`config.mk`:
```
export PLATFORM = sky130hd
export DESIGN_NAME = mem_arbiter
export DESIGN_NICKNAME = d
export VERILOG_FILES = /design/src/rtl/mem_arbiter.sv
export SDC_FILE = /design/constraint.sdc
export NUM_CORES = 1
export LEC_CHECK = 0
export ABC_AREA = 1
export BUFFER_PORTS_ARGS = -buffer_cell sky130_fd_sc_hd__buf_2
export CAP_MARGIN = 30
export CELL_PAD_IN_SITES_DETAIL_PLACEMENT = 2
export CELL_PAD_IN_SITES_GLOBAL_PLACEMENT = 2
export CORE_AREA = 4 4 71 89
export CTS_BUF_LIST = sky130_fd_sc_hd__clkbuf_8
export DETAILED_ROUTE_END_ITERATION = 7
export DIE_AREA = 0 0 75 93
export PLACE_DENSITY_LB_ADDON = 0.2
export SLEW_MARGIN = 20
export SYNTH_ARGS = -nofsm -noshare
export SYNTH_HDL_FRONTEND = slang
export SYNTH_SLANG_ARGS = --single-unit
```
`constraint.sdc`:
```
create_clock -name clk -period 2.2 [get_ports clk]
set_input_delay 0 -clock clk [delete_from_list [all_inputs] [get_ports clk]]
set_output_delay 0 -clock clk [all_outputs]
set_load 0.01 [all_outputs]
```
`src/rtl/mem_arbiter.sv`:
```
// Two-requester arbiter in front of a single-port RAM with a registered read port.
// Grants are combinational; the owner may keep the RAM for up to MAX_BURST accesses while the other side waits.
module mem_arbiter #(
    parameter int SIZE      = 6,
    parameter int MAX_BURST = 4
) (
    input  logic            clk,
    input  logic            rst,
    input  logic            a_req,
    input  logic            a_we,
    input  logic [SIZE-1:0] a_addr,
    input  logic [9:0]      a_wdata,
    input  logic            b_req,
    input  logic            b_we,
    input  logic [SIZE-1:0] b_addr,
    input  logic [9:0]      b_wdata,
    output logic            a_gnt,
    output logic            b_gnt,
    output logic            a_rvalid,
    output logic            b_rvalid,
    output logic [9:0]      a_rdata,
    output logic [9:0]      b_rdata,
    output logic            mem_we,
    output logic [SIZE-1:0] mem_addr,
    output logic [9:0]      mem_wdata,
    input  logic [9:0]      mem_rdata
);

    typedef enum logic [1:0] {IDLE, OWN_A, OWN_B} state_t;

    localparam logic       LAST_A  = 1'b0;
    localparam logic       LAST_B  = 1'b1;
    localparam logic [3:0] MAX_CNT = 4'(MAX_BURST);

    state_t     state_q, state_d;
    logic [3:0] burst_cnt_q, burst_cnt_d;
    logic       last_q, last_d;
    logic       a_rvalid_q, a_rvalid_d;
    logic       b_rvalid_q, b_rvalid_d;
    logic       grant_a, grant_b;

    function automatic logic [3:0] sat_inc(input logic [3:0] cnt);
        return (cnt >= MAX_CNT) ? MAX_CNT : cnt + 4'd1;
    endfunction

    always_comb begin
        grant_a     = 1'b0;
        grant_b     = 1'b0;
        state_d     = state_q;
        burst_cnt_d = burst_cnt_q;
        last_d      = last_q;

        case (state_q)
            IDLE: begin
                if (a_req && (!b_req || last_q == LAST_B)) grant_a = 1'b1;
                else if (b_req)                            grant_b = 1'b1;
            end
            OWN_A: begin
                if (a_req && (!b_req || burst_cnt_q < MAX_CNT)) grant_a = 1'b1;
                else if (b_req)                                 grant_b = 1'b1;
            end
            OWN_B: begin
                if (b_req && (!a_req || burst_cnt_q < MAX_CNT)) grant_b = 1'b1;
                else if (a_req)                                 grant_a = 1'b1;
            end
            default: begin
                grant_a = 1'b0;
                grant_b = 1'b0;
            end
        endcase

        // Staying with the same owner extends the burst; any switch restarts it at 1.
        if (grant_a) begin
            state_d     = OWN_A;
            burst_cnt_d = (state_q == OWN_A) ? sat_inc(burst_cnt_q) : 4'd1;
            last_d      = LAST_A;
        end else if (grant_b) begin
            state_d     = OWN_B;
            burst_cnt_d = (state_q == OWN_B) ? sat_inc(burst_cnt_q) : 4'd1;
            last_d      = LAST_B;
        end else begin
            state_d     = IDLE;
            burst_cnt_d = 4'd0;
        end
    end

    // Grants are masked by reset so nothing reaches the RAM while rst is low.
    assign a_gnt = grant_a & rst;
    assign b_gnt = grant_b & rst;

    always_comb begin
        mem_we    = 1'b0;
        mem_addr  = '0;
        mem_wdata = '0;
        if (a_gnt) begin
            mem_we    = a_we;
            mem_addr  = a_addr;
            mem_wdata = a_wdata;
        end else if (b_gnt) begin
            mem_we    = b_we;
            mem_addr  = b_addr;
            mem_wdata = b_wdata;
        end
    end

    // Read return follows the RAM's one-cycle latency and the previous cycle's owner.
    assign a_rvalid_d = a_gnt & ~a_we;
    assign b_rvalid_d = b_gnt & ~b_we;

    always_ff @(posedge clk or negedge rst) begin
        if (!rst) begin
            state_q     <= IDLE;
            burst_cnt_q <= 4'd0;
            last_q      <= LAST_B;
            a_rvalid_q  <= 1'b0;
            b_rvalid_q  <= 1'b0;
        end else begin
            state_q     <= state_d;
            burst_cnt_q <= burst_cnt_d;
            last_q      <= last_d;
            a_rvalid_q  <= a_rvalid_d;
            b_rvalid_q  <= b_rvalid_d;
        end
    end

    assign a_rvalid = a_rvalid_q;
    assign b_rvalid = b_rvalid_q;
    assign a_rdata  = mem_rdata;
    assign b_rdata  = mem_rdata;

endmodule

```
==> impl_metrics.csv <==
group,metric,value,unit
run_status,status,"complete, no violations",
timing,layout_min_cycle_time,1.81,ns
pwr,peakVddDrop,0.000172,V
global_route,grt_pass1_wl,5.61,mm
pwr,combPwrFrac,0.605,
timing,drv_slew,0,
clock_tree,htreeDepth,1,
clock_tree,cts_sinks,9,
timing,clock.fmax,554,MHz
pwr,p_leak,0.710,nW
pwr,swShare,0.496,
pwr,p_int,574,µW
floorplan,core_area,5440,µm²
timing,hold_viol,0,
hold_path,hold_path.class,"in -> out",
synth,yosysTopAreaCell,"dfrtp_1",
final_layout,seq_area,226,µm²
synth,synth_fp_nets,184,
detailed_routing,ant_nets,0,
synth,synth.most_common_cell,"nand2_1",
floorplan,start_util,0.184,
pwr,switchingPower,565,µW
critical_path,rr_worst_depth,6,
pwr,power_density,909,nW/µm²
clock_tree,numCtsBuffers,3,
placement,hpwl,2.72,mm
clock_tree,postCtsSetupRepairBufs,0,
detailed_routing,drt_first_pass_iters,4,
placement,portBuffers,58,
floorplan,num_io_pins,89,
floorplan,dieArea,6980,µm²
global_route,grt_pass1_vias,1249,
final_layout,n_antenna_cell,0,
synth,synth_warnings,0,
critical_path,criticalPathCategory,"reg -> out",
timing,finalCritPeriodShare,0.821,
hold_path,min_delay_path_depth,0,
detailed_routing,routed_wl,3.30,mm
detailed_routing,drc_errors,0,
synth,synth-xor-area-share,0,
global_route,grt_use_total,0.100,
critical_path,crit_path_max_fanout,21,
pwr,power.share.clock,0.167,
floorplan,dieHeight,93,µm
global_route,antenna_found_initial,0,
timing,setup_tns,0,ns
synth,synth-compound-area-share,0.0474,
placement,dp.cells,232,
critical_path,cp.required,2.20,ns
synth,ys.flop_type,"dfrtp_1",
hold_path,hold_path_end,"b_rdata[4]",
synth,synthSimpleGateAreaFrac,0.458,
hold_path,hp-start,"mem_rdata[4]",
synth,ys_ff_latch,9,
critical_path,cp_cell_sequence,"nor2_1, nand2_1, nand3_1, nand3_2, nand3_1, nand2_1, buf_2",
detailed_routing,via_per_inst,4.46,
synth,synth_common_cells,"nand2_1, buf_4, nand4_1",
final_layout,final_area,1250,µm²
critical_path,rrSetupSlack,0.66,ns
final_layout,fill_cells,646,
synth,postSynthCellCount,135,
synth,synth-seq-area-share,0.226,
critical_path,r2r_end,"a_rvalid$_DFF_PN0_",
synth,synth_area,1000,µm²
floorplan,die_w,75,µm
critical_path,start_kind,"register",
clock_tree,clockBufferDepth,2,
synth,ys_async_sr_fraction,1.00,
final_layout,multi_input_area,523,µm²
final_layout,area_delta_synth_final,24.8,%
synth,synth_fa_ha_area_frac,0.0125,
synth,synth_top_family_by_area,"simple AND/OR/NAND/NOR gates",
clock_tree,cts_tree,"done",
placement,place_area,1180,µm²
final_layout,fin_cells,239,
final_layout,drive_gt1_frac,0.520,
critical_path,crit_buf_inv,1,
clock_tree,clk_pin_slew,0.05,ns
global_route,grt_max_degree,36,
timing,relSlewSlack,0.534,
synth,synth_edf_count,0,
pwr,pwr-share-seq,0.229,
synth,synth.distinct_cells,26,
critical_path,max_stage_delay,0.43,ns
detailed_routing,drtIter0Drc,34,
critical_path,cp_top_family,"simple AND/OR/NAND/NOR gates",
clock_tree,clkLatencyLatePin,0.23,ns
critical_path,cp_slowest_cell,"nand3_2",
global_route,grt_remaining_overflow,0,
critical_path,r2r_start,"burst_cnt_q[3]$_DFF_PN0_",
timing,tightest_slew,0.699,ns
critical_path,cp.arrival,1.81,ns
critical_path,critPathCaptureType,"output pin",
synth,synth_area_leaders,"dfrtp_1, buf_4, nand2_1, nand3_2, nand4_1",
timing,clock_skew,0.00286,ns
run,maxCapViolations,0,
placement,place_congestion,0.759,
timing,finalSetupViolCount,0,
clock_tree,clockRootBuffer,"clkbuf_8",
synth,synth_mux_area_frac,0,
detailed_routing,avgRoutedWirePerCell,13.8,µm
final_layout,nets,225,
floorplan,rows,30,
synth,syn_area_per_cell,7.43,µm²
synth,yosys.area.top_type_share,0.200,
timing,rsz0062_at_grt,"no",
detailed_routing,vias,1066,
==> cells by family (layout without fill, tap and decap cells) <==
| logic type | after synthesis | in the layout |
|---|---|---|
| adder cells (fa/ha/maj) | 1 | 1 |
| buffers and inverters | 37 | 77 |
| AO/OA/AOI/OAI | 7 | 7 |
| other | 1 | 1 |
| AND/OR/NAND/NOR | 80 | 80 |
| flip-flops | 9 | 9 |
==> routing by layer <==
layer  vias up  part of all wire  GRT usage
li1        511                 -          -
met3         2              0.10     0.0269
met5         -                 0          0
met1       512              0.38      0.110
met4         0             0.013     0.0371
met2        41              0.51      0.179
==> through the flow <==
stage	power (mW)	setup WS (ns)	hold slack (ns)	util
after floorplan	0.833	1.04	-0.296	-
after global placement	0.950	0.643	0.000106	0.216
after detailed placement	0.972	0.566	0.000106	0.216
after CTS	1.17	0.319	0.000106	0.230
after global routing	1.26	0.204	0.0000527	0.230
final	1.14	0.394	0.00000435	0.230
==> how the worst max path moves through the flow <==
stage                                   from           to  slack, ns  cells past startpoint
floorplan               state_q[0]$_DFF_PN0_  mem_addr[0]       1.04                      4
global placement    burst_cnt_q[3]$_DFF_PN0_  mem_addr[2]       0.64                      7
detailed placement  burst_cnt_q[3]$_DFF_PN0_        a_gnt       0.57                      7
CTS                 burst_cnt_q[3]$_DFF_PN0_        a_gnt       0.32                      7
global route        burst_cnt_q[2]$_DFF_PN0_        a_gnt       0.20                      8
finish              burst_cnt_q[3]$_DFF_PN0_  mem_addr[2]       0.39                      7
==> cells in the final DEF, fill, tap and decap left out, types with 2 or more instances in the layout <==
cell,Yosys,layout
a21oi_1,3,3
buf_2,2,58
buf_4,21,3
clkbuf_8,0,3
dfrtp_1,8,8
dlygate4sd3_1,0,3
inv_1,3,3
inv_2,6,6
nand2_1,30,30
nand2_4,2,2
nand3_1,11,11
nand3_2,11,11
nand4_1,17,17
nor2_1,5,5
==> sequential cells by signal, summed over array words and instances (netlist names) <==
signal       cells
a_rvalid         1
state_q          2
last_q           1
burst_cnt_q      4
b_rvalid         1
==> power by group through the flow <==
stage / clock network, mW / logic (mW) / registers (mW)
after global placement: 0 / 0.690 / 0.260
final: 0.190 / 0.689 / 0.260
after global routing: 0.209 / 0.789 / 0.267
after detailed placement: 0 / 0.709 / 0.263
after CTS: 0.196 / 0.714 / 0.261
after floorplan: 0 / 0.576 / 0.258
==> what timing repair did <==
action | CTS | global route
endpoints found under the hold margin | 4 | 0
resized for setup | 0 | 0
endpoints found under the setup margin | 0 | 0
hold buffers | 3 | 0
==> final cells by class <==
type | instances | share of cell area
inverter | 9 | 0.0270
timing repair buffer | 64 | 0.274
multi-input combinational | 89 | 0.418
clock buffer | 3 | 0.0330
clock inverter | 1 | 0.00400
tap | 64 | 0.0639
sequential | 9 | 0.181
(Power assumes the default switching activity.)
